File: src/rtl/game_sequencer_pkg.sv
// Shared definitions for the rally controller: phase encodings, field widths, BCD helper.
package game_sequencer_pkg;

    localparam int unsigned CNT_W   = 8;
    localparam int unsigned LIVES_W = 4;
    localparam int unsigned SCORE_W = 8;

    localparam logic [SCORE_W-1:0] SCORE_MAX = 8'h99;

    typedef enum logic [2:0] {
        ST_IDLE  = 3'd0,
        ST_SERVE = 3'd1,
        ST_PLAY  = 3'd2,
        ST_MISS  = 3'd3,
        ST_OVER  = 3'd4
    } state_e;

    // Two-digit BCD increment that holds at 99.
    function automatic logic [SCORE_W-1:0] bcd_inc(input logic [SCORE_W-1:0] s);
        logic [SCORE_W-1:0] r;
        if (s >= SCORE_MAX) begin
            r = SCORE_MAX;
        end else if (s[3:0] == 4'd9) begin
            r = {4'(s[7:4] + 4'd1), 4'd0};
        end else begin
            r = {s[7:4], 4'(s[3:0] + 4'd1)};
        end
        return r;
    endfunction

endpackage

File: src/rtl/game_sequencer_frame_timer.sv
// Frame down-counter shared by the serve and miss pauses; expires on the tick seen at 1.
module game_sequencer_frame_timer
    import game_sequencer_pkg::*;
(
    input  logic             clk,
    input  logic             rst,
    input  logic             i_load,
    input  logic [CNT_W-1:0] i_load_val,
    input  logic             i_tick,
    output logic             o_expire_c
);

    logic [CNT_W-1:0] count_q;
    logic [CNT_W-1:0] count_d;

    // A load in the same clock as a tick wins; the tick is not counted.
    always_comb begin
        count_d = count_q;
        if (i_load) begin
            count_d = i_load_val;
        end else if (i_tick && (count_q != '0)) begin
            count_d = count_q - CNT_W'(1);
        end
    end

    assign o_expire_c = i_tick && (count_q == CNT_W'(1));

    always_ff @(posedge clk) begin
        if (rst) begin
            count_q <= '0;
        end else begin
            count_q <= count_d;
        end
    end

endmodule

File: src/rtl/game_sequencer.sv
// Rally controller: sequences serve/play/miss/game-over, keeps BCD score and lives.
module game_sequencer
    import game_sequencer_pkg::*;
#(
    parameter int unsigned SERVE_FRAMES = 60,
    parameter int unsigned MISS_FRAMES  = 90,
    parameter int unsigned MAX_LIVES    = 3
) (
    input  logic               i_Clk,
    input  logic               i_Reset,
    input  logic               i_VReset,
    input  logic               i_Button,
    input  logic               i_Hit,
    input  logic               i_Miss,
    output logic               o_BallEnable,
    output logic               o_Recenter,
    output logic [SCORE_W-1:0] o_Score,
    output logic [LIVES_W-1:0] o_Lives,
    output logic               o_GameOver
);

    state_e             state_q, state_d;
    logic [SCORE_W-1:0] score_q, score_d;
    logic [LIVES_W-1:0] lives_q, lives_d;
    logic               hit_latch_q, hit_latch_d;
    logic               button_prev_q, button_prev_d;
    logic               press_q, press_d;
    logic               recenter_q, recenter_d;
    logic               ball_enable_q, ball_enable_d;
    logic               game_over_q, game_over_d;

    logic               load_c;
    logic [CNT_W-1:0]   load_val_c;
    logic               tick_c;
    logic               expire_c;
    logic               score_hit_c;

    assign tick_c = i_VReset && ((state_q == ST_SERVE) || (state_q == ST_MISS));

    game_sequencer_frame_timer u_frame_timer (
        .clk        (i_Clk),
        .rst        (i_Reset),
        .i_load     (load_c),
        .i_load_val (load_val_c),
        .i_tick     (tick_c),
        .o_expire_c (expire_c)
    );

    // Next-state, score/lives update and registered-output decode.
    always_comb begin
        state_d       = state_q;
        score_d       = score_q;
        lives_d       = lives_q;
        hit_latch_d   = hit_latch_q;
        recenter_d    = 1'b0;
        load_c        = 1'b0;
        load_val_c    = CNT_W'(SERVE_FRAMES);
        score_hit_c   = 1'b0;
        button_prev_d = i_Button;
        press_d       = i_Button && !button_prev_q;

        case (state_q)
            ST_IDLE: begin
                if (press_q) begin
                    state_d    = ST_SERVE;
                    load_c     = 1'b1;
                    recenter_d = 1'b1;
                end
            end
            ST_SERVE: begin
                if (expire_c) begin
                    state_d = ST_PLAY;
                end
            end
            ST_PLAY: begin
                if (i_Miss) begin
                    lives_d = (lives_q != '0) ? lives_q - LIVES_W'(1) : '0;
                    if (lives_d == '0) begin
                        state_d = ST_OVER;
                    end else begin
                        state_d    = ST_MISS;
                        load_c     = 1'b1;
                        load_val_c = CNT_W'(MISS_FRAMES);
                    end
                end else if (i_Hit && (!hit_latch_q || i_VReset)) begin
                    score_d     = bcd_inc(score_q);
                    score_hit_c = 1'b1;
                end
            end
            ST_MISS: begin
                if (expire_c) begin
                    state_d    = ST_SERVE;
                    load_c     = 1'b1;
                    recenter_d = 1'b1;
                end
            end
            ST_OVER: begin
                if (press_q) begin
                    score_d    = '0;
                    lives_d    = LIVES_W'(MAX_LIVES);
                    state_d    = ST_SERVE;
                    load_c     = 1'b1;
                    recenter_d = 1'b1;
                end
            end
            default: begin
                state_d = ST_IDLE;
            end
        endcase

        // Frame tick re-arms the latch; a hit on the tick clock opens the new frame.
        if (i_VReset) begin
            hit_latch_d = score_hit_c;
        end else if (score_hit_c) begin
            hit_latch_d = 1'b1;
        end

        ball_enable_d = (state_q == ST_PLAY) && (state_d == ST_PLAY);
        game_over_d   = (state_d == ST_OVER);
    end

    always_ff @(posedge i_Clk) begin
        if (i_Reset) begin
            state_q       <= ST_IDLE;
            score_q       <= '0;
            lives_q       <= LIVES_W'(MAX_LIVES);
            hit_latch_q   <= 1'b0;
            button_prev_q <= 1'b0;
            press_q       <= 1'b0;
            recenter_q    <= 1'b0;
            ball_enable_q <= 1'b0;
            game_over_q   <= 1'b0;
        end else begin
            state_q       <= state_d;
            score_q       <= score_d;
            lives_q       <= lives_d;
            hit_latch_q   <= hit_latch_d;
            button_prev_q <= button_prev_d;
            press_q       <= press_d;
            recenter_q    <= recenter_d;
            ball_enable_q <= ball_enable_d;
            game_over_q   <= game_over_d;
        end
    end

    assign o_BallEnable = ball_enable_q;
    assign o_Recenter   = recenter_q;
    assign o_Score      = score_q;
    assign o_Lives      = lives_q;
    assign o_GameOver   = game_over_q;

endmodule

File: config.mk
export PLATFORM = sky130hd
export DESIGN_NAME = game_sequencer
export DESIGN_NICKNAME = d
export VERILOG_FILES = /design/src/rtl/game_sequencer_pkg.sv /design/src/rtl/game_sequencer_frame_timer.sv /design/src/rtl/game_sequencer.sv
export SDC_FILE = /design/constraint.sdc
export NUM_CORES = 1
export LEC_CHECK = 0
export BUFFER_PORTS_ARGS = -buffer_cell sky130_fd_sc_hd__buf_2
export CAP_MARGIN = 20
export CORE_UTILIZATION = 35
export CTS_CLUSTER_SIZE = 40
export DETAILED_ROUTE_END_ITERATION = 6
export PLACE_DENSITY = 0.55
export SYNTH_ARGS = -nofsm -noshare
export SYNTH_HDL_FRONTEND = slang
export SYNTH_SLANG_ARGS = --single-unit
File: constraint.sdc
create_clock -name i_Clk -period 1.7 [get_ports i_Clk]
set_input_delay 0.34 -clock i_Clk [delete_from_list [all_inputs] [get_ports i_Clk]]
set_output_delay 0.34 -clock i_Clk [all_outputs]
set_load 0.01 [all_outputs]
# After elaboration in Yosys (flattened, before gate mapping)
# Cells that the tools add are included.
# classes
mux,32
reduce_logical,21
n_addsub,4
eq_ne,13
n_lt_le_gt_ge,1
# op_table
operator,count
8-bit two-way mux,7
7-bit two-way mux,3
8-bit case mux with 2 select lines,1
3-bit two-way mux,5
4-bit two-way mux,3
3-bit case mux with 4 select lines,1
3-bit by 2-bit equality test with 1-bit output (second input constant),3
1-bit two-way mux,9
4-bit by 1-bit adder with 4-bit output (second input constant),2
8-bit by 1-bit equality test with 1-bit output (second input constant),1
8-bit greater-or-equal comparator (second input constant),1
2-bit != test (second input constant),4
4-bit case mux with 2 select lines,1
8-bit nonzero test,1
8-bit by 1-bit subtractor with 8-bit output (second input constant),1
3-bit equality test (second input constant),2
1-bit logical AND,6
2-bit nonzero test,3
5-bit AND reduction,1
4-bit equality test (second input constant),1
4-bit zero test,1
4-bit AND reduction,1
4-bit nonzero test,1
4-bit by 1-bit subtractor with 4-bit output (second input constant),1
9 further kinds,11
# totals
in_bits,6
wordCells,82
reg_bits,29

# Longest topological paths before layout
# Gate-level depths: netlist of the first run.
# logic_depth
ltp_word,8
mapped_depth,6
depth_no_buf,6

# Cells and area by module
# Synthesis of the first run repeated with hierarchy kept, for this count alone.
# unflattened
hier_cells,201
area_unflattened_um2,1684.1
# by_module_without_submodules
mod,area_per_inst_um2,cells_per_inst,n_inst,seq_area_each_um2
game_sequencer,1171.1,138,1,420.4
game_sequencer_frame_timer,513.0,63,1,160.2

# Worst setup path before layout of the first run
# OpenSTA, ideal clock, no wires.
# synth_timing
kind,reg2reg
startpoint,register u_frame_timer.count_q[1]
endpoint,register state_q[1]
t_required_ps,1621
synth_period_minus_slack_ps,1760
path_slack_ps,-60
path_stages_with_launch,7
arrival_ps,1681
setup_ps,79
cell_sequence,dfxtp_1 > inv_1 > ha_1 > or4b_1 > or3_1 > a21bo_1 > a211oi_2
# synth_between
elab_chain_cells,4
word_cells_on_any_way,5
# synth_rtl
element,line,source
from (decl),game_sequencer_frame_timer.sv:13,logic [CNT_W-1:0] count_q;
from (signal assigned),game_sequencer_frame_timer.sv:32,count_q <= count_d;
8-bit by 1-bit equality test with 1-bit output *,game_sequencer_frame_timer.sv:26,assign o_expire_c = i_tick && (count_q == CNT_W'(1));
1-bit logical AND *,game_sequencer_frame_timer.sv:26,
"3-bit two-way mux, on equally long branches","game_sequencer.sv:91, game_sequencer.sv:71",
3-bit case mux with 4 select lines *,game_sequencer.sv:62,case (state_q)
to (signal assigned),game_sequencer.sv:134,state_q <= state_d;
to (decl),game_sequencer.sv:22,"state_e state_q, state_d;"
# Every way passes the cells marked *; elsewhere a longest branch is shown, timed or not.
# A chain may end at the register's enable or synchronous reset.

# Final worst setup path of the first run
# Ends and elaborated chain as after synthesis.

==> results.ini, run 1 <==
[synthesis]
synth_area_per_cell_um2=8.77
synthCells=182
synth.distinct_cells=53
yosys_warnings=0
ys_ff_latch=29
synthArstFlopShare_pct=0
seq_area_frac_synth_pct=36.4
synth_nets=193
synth.cell_area_um2=1600
ys.flop_type=dfxtp_1
synth_edf_count=0

[sta]
clock_skew_ns=0.00474
max_freq_mhz=575
min_period_ns=1.74
setup_ws_ns=-0.0404
hold_violations=0
tightestPinTransition_ns=0.370
fin_crit_sh_pct=102
final-setup-viol-count=1
report.final.slew_viol_count=0
holdWs_ns=0.299
rsz0062_at_grt=yes
max_slew_margin_pct=75.2

[cts]
post_cts_buffers=0
cts-buffers-inserted=5
htreeDepth=2
clockRootBuffer=clkbuf_8
cts_tree=yes
clkLatencyLatePin_ns=0.28
hold_buffers=0
cts.sinks=29
clockBufferDepth=2
path_clk_slew_ns=0.06

[grt]
antenna_found_initial=0
grt_start_max_net_pins=17
grt_pass1_wl_um=7570
grt_overflow=0
grt.total_usage_pct=19.5
grt_pass1_vias=1668

[cells_and_area]
final_common_cell=buf_4
layout_common_cells=buf_4, dfxtp_1, buf_2
final_cell_count_no_fill=286
area_growth_syn_to_layout_pct=36.9
drive_gt1_share_pct=35.0
diodes=0
finalNetCount=244

[power_and_ir_drop]
p_per_area_nw_per_um2=743
p_leak_nw=0.879
vdd_ir_drop_max_mv=0.391

[worst_hold_path]
hold_start=i_Button
hold_end=button_prev_q
hp-class=in -> reg
hold_depth=2

[place]
dp_slack_ns=-0.0904
dp_hpwl_um=3290
gp_congestion=0.855
dp_cells=278
portBuffers=20

[die]
die_area_um2=4830
dieWidth_um=69.5
start_util_pct=36.6
top_level_ports=21
rows=24
core_um2=4350
fp.dieH_um=69.5

[setup_path]
cpMaxStageDelayCell=or4b_4
timing.rr.start=u_frame_timer.count_q[1]
worstPathRequired_ns=1.91
worst-path-buf-inv=1
crit_path_end_kind=flop
worstPathCellList=inv_4, ha_4, or4b_4, or3_4, a21bo_1, a211oi_2
r2r_slack_ns=-0.04
slowest_delay_ns=0.45
worst_ep_arrival_time_ns=1.95
start_kind=flop
r2r-end=state_q[1]
crit_type=reg -> reg
worstPathMaxFanout=4
crit_family=simple AND/OR/NAND/NOR gates
rr_worst_depth=6

[detailed_routing]
via_count=1599
wl_per_cell_um=15.3
drc=0
viasPerCell=5.59
dr.first_iter.drc_count=60
routed_wl_um=4380
ant_nets=0
dr.pass1.iters=4

[run]
cap_violations=0

[outcome]
violations=negative setup slack
status=finished with violations

how the worst max path moves through the flow:
stage	from	to	slack, ns	depth (start not counted)
2_1_floorplan	u_frame_timer.count_q[1]	state_q[1]	-0.01	6
4_1_cts	u_frame_timer.count_q[1]	state_q[1]	-0.04	6
3_3_place_gp	u_frame_timer.count_q[1]	state_q[1]	-0.04	6
5_1_grt	u_frame_timer.count_q[1]	state_q[1]	-0.08	6
3_5_place_dp	u_frame_timer.count_q[1]	u_frame_timer.count_q[5]	-0.09	6
6_report	u_frame_timer.count_q[1]	state_q[1]	-0.04	6
cell usage after synthesis, types with 2 or more instances:
library cell,count,area share [%]
xor2_1,2,1.1
nor2_1,8,1.9
inv_1,6,1.4
o21ai_0,8,2.5
nand3b_1,3,1.4
nor2b_1,3,1.2
and3_1,2,0.78
or4b_1,2,1.3
and2_1,3,1.2
buf_2,3,0.94
a211oi_1,2,0.94
o41ai_1,2,1.1
or3_1,3,1.2
nand2_1,12,2.8
a211oi_2,2,1.6
nand4_1,2,0.78
a31o_2,2,1.1
nor3b_1,3,1.4
a31oi_1,2,0.78
ha_1,5,3.9
xnor2_1,3,1.6
o21a_1,4,1.9
and4b_1,2,1.3
nand3_1,7,2.2
nand2b_1,4,1.6
nor4b_1,3,1.6
clkbuf_1,4,0.94
dfxtp_1,29,36
o22ai_1,3,1.2
a21oi_1,14,4.4
a2111oi_0,3,1.6
nor3_1,10,3.1
per-stage QoR:
stage	setup TNS, ns	utilization, %	power, mW	instance area [um^2]
3_5_place_dp	-0.406	45.4	0.885	1980
2_1_floorplan	-0.0133	-	0.811	1610
5_1_grt	-0.409	50.2	1.70	2180
3_3_place_gp	-0.0765	45.4	0.879	1980
6_report	-0.0404	50.2	1.62	2180
4_1_cts	-0.0729	48.6	1.64	2110
report_power, final:
group,total [mW],internal (mW),switching [mW]
combinational,0.166,0.0867,0.0793
sequential,0.718,0.697,0.0213
clock,0.740,0.477,0.263
total,1.62,1.26,0.364
area by class of cell:
type                       instances  area (um^2)
fill                             408         2170
multi-input combinational        140         1060
sequential                        29          586
timing repair buffer              51          333
clock buffer                       7         86.3
tap                               52         65.1
clock inverter                     1         30.0
inverter                           6         25.0
cell families (layout without fill, tap and decap cells):
kind of cell             after synthesis  after routing  synth area share (%)
XOR/XNOR                               5              5                  2.75
AO/OA/AOI/OAI                         50             50                  21.6
flip-flops                            29             29                  36.4
AND/OR/NAND/NOR                       78             78                  30.7
buffers and inverters                 13             65                  3.29
adder cells (fa/ha/maj)                5              5                  3.92
multiplexers                           2              2                  1.33
metal layers:
| layer | GRT usage (%) | routed length, um |
|---|---|---|
| met1 | 21.5 | 1870 |
| met2 | 35.4 | 2250 |
| met3 | 4.22 | 168 |
| met4 | 9.07 | 91 |
| met5 | 0 | 0 |
registers in the layout, indices dropped and copies added (netlist names):
signal                 cells
button_prev_q              1
hit_latch_q                1
o_BallEnable               1
o_GameOver                 1
o_Lives                    4
o_Recenter                 1
o_Score                    8
press_q                    1
state_q                    3
u_frame_timer.count_q      8
repair_timing:
action / 4_1_cts / 5_1_grt
cloned: 0 / 0
endpoints found under the setup margin: 8 / 16
resized for setup: 6 / 13
pin swaps: 2 / 3
Power figures use the tool's default switching activity.
==> run 2: changes to the inputs <==
--- a/config.mk
+++ b/config.mk
@@ -7,6 +7,7 @@
 export LEC_CHECK = 0
 export BUFFER_PORTS_ARGS = -buffer_cell sky130_fd_sc_hd__buf_2
 export CAP_MARGIN = 20
+export CORE_ASPECT_RATIO = 0.75
 export CORE_UTILIZATION = 35
 export CTS_CLUSTER_SIZE = 40
 export DETAILED_ROUTE_END_ITERATION = 6
==> run 2 against run 1 <==
The flow still finishes with violations (negative setup slack). Die area is essentially flat. Core utilization grew 1.9 points. Routed wire length grew 0.37%. Count of clock-buffer cells in the layout shrank 1. Critical endpoint unchanged. Critical path depth is the same. Sequential power is essentially flat.
==> results.ini, run 2 (synthesis gave the netlist of run 1 again) <==
[outcome]
status=finished with violations
violations=negative setup slack

[die]
rows=20
top_level_ports=21
dieWidth_um=80.0
start_util_pct=37.9
die_area_um2=4830
core_um2=4200
fp.dieH_um=60.5

[power_and_ir_drop]
power_switching_mw=0.388
combPwrFrac_pct=10.4
vdd_ir_drop_max_mv=0.385
p_clk_share_pct=46.1
p_per_area_nw_per_um2=755
p_leak_nw=0.893
fin_total_pwr_mw=1.65
seqPwrFrac_pct=43.5
swShare_pct=23.5
internal_power_mw=1.26

[cells_and_area]
final_cell_count_no_fill=292
multi_input_area_um2=1030
area_growth_syn_to_layout_pct=37.1
final_common_cell=buf_4
layout_common_cells=buf_4, dfxtp_1, buf_2
finalNetCount=247
ff_latch_area_um2=588
nFillCells=406
diodes=0
drive_gt1_share_pct=35.0

[sta]
fin_crit_sh_pct=105
holdWs_ns=0.297
max_slew_margin_pct=68.7
min_period_ns=1.78
max_freq_mhz=562
setup_tns_ns=-0.0803
tightestPinTransition_ns=0.463
final-setup-viol-count=1
report.final.slew_viol_count=0
rsz0062_at_grt=yes
clock_skew_ns=0.00427
hold_violations=0
setup_ws_ns=-0.0803

[setup_path]
crit_path_end_kind=flop
worstPathCellList=inv_4, ha_4, or4b_4, or3_4, a21bo_1, a211oi_2
cpMaxStageDelayCell=or4b_4
worstPathMaxFanout=4
crit_family=simple AND/OR/NAND/NOR gates
slowest_delay_ns=0.45
worst_ep_arrival_time_ns=1.98
crit_type=reg -> reg
worstPathRequired_ns=1.90
start_kind=flop
worst-path-buf-inv=1
r2r_slack_ns=-0.08

[cts]
path_clk_slew_ns=0.07
clkLatencyLatePin_ns=0.28
clockBufferDepth=2
htreeDepth=2
clockRootBuffer=clkbuf_8
cts.sinks=29
cts_tree=yes
cts-buffers-inserted=5

[grt]
grt_overflow=0
grt_pass1_vias=1486
grt_start_max_net_pins=16
grt.total_usage_pct=20.0
grt_pass1_wl_um=7160
antenna_found_initial=0

[detailed_routing]
wl_per_cell_um=15.1
drc=0
via_count=1633
dr.pass1.iters=4
dr.first_iter.drc_count=86
ant_nets=0
routed_wl_um=4400
viasPerCell=5.59

[place]
gp_congestion=0.903
dp_cells=280
dp_hpwl_um=3140
portBuffers=20

[worst_hold_path]
hp-class=in -> reg

[run]
cap_violations=0

## run 2: power by group through the flow
stage          Combinational [mW]  Clock, mW  Sequential, mW
2_1_floorplan              0.0843          0           0.726
3_3_place_gp                0.151          0           0.730
3_5_place_dp                0.154          0           0.731
4_1_cts                     0.162      0.779           0.716
5_1_grt                     0.188      0.809           0.721
6_report                    0.172      0.761           0.718
## run 2: layout make-up
cell class              instances  area share [%]
flip-flops and latches         29            26.9
repair buffers                 54            16.2
well taps                      55            3.15
inverters                       6            1.14
multi-input cells             140            47.1
clock inverters                 2            1.72
clock buffers                   6            3.78
## run 2: metrics by stage
step / utilization [%] / cell area [um^2] / setup slack, ns
final: 52.0 / 2190 / -0.0803
after global routing: 52.0 / 2190 / -0.161
after CTS: 50.4 / 2120 / -0.0881
after detailed placement: 47.0 / 1970 / -0.139
after global placement: 47.0 / 1970 / -0.0343
after floorplan: - / 1610 / -0.0133
## run 2: path summary, 6_finish.rpt
kind	startpoint	end	cells after the start
setup reg to reg	u_frame_timer.count_q[1]	state_q[1]	6
setup / recovery	u_frame_timer.count_q[1]	state_q[1]	6
hold reg to reg	button_prev_q	press_q	1
hold / removal	i_Button	button_prev_q	2
## run 2: what timing repair did
item                       in CTS  in global routing
setup buffers                   0                  4
gates cloned                    0                  0
hold buffers                    0                  0
pin swaps                       3                  0
hold endpoints to repair        0                  0
gates resized for setup         6                  9
setup endpoints to repair      10                 16
## run 2: layer usage
metal | track usage [%] | up-vias | wire length (um)
li1 | - | 796 | -
met2 | 31.3 | 42 | 1950
met1 | 27.3 | 789 | 2180
met3 | 4.06 | 6 | 211
met4 | 7.91 | 0 | 55
met5 | 0 | - | 0
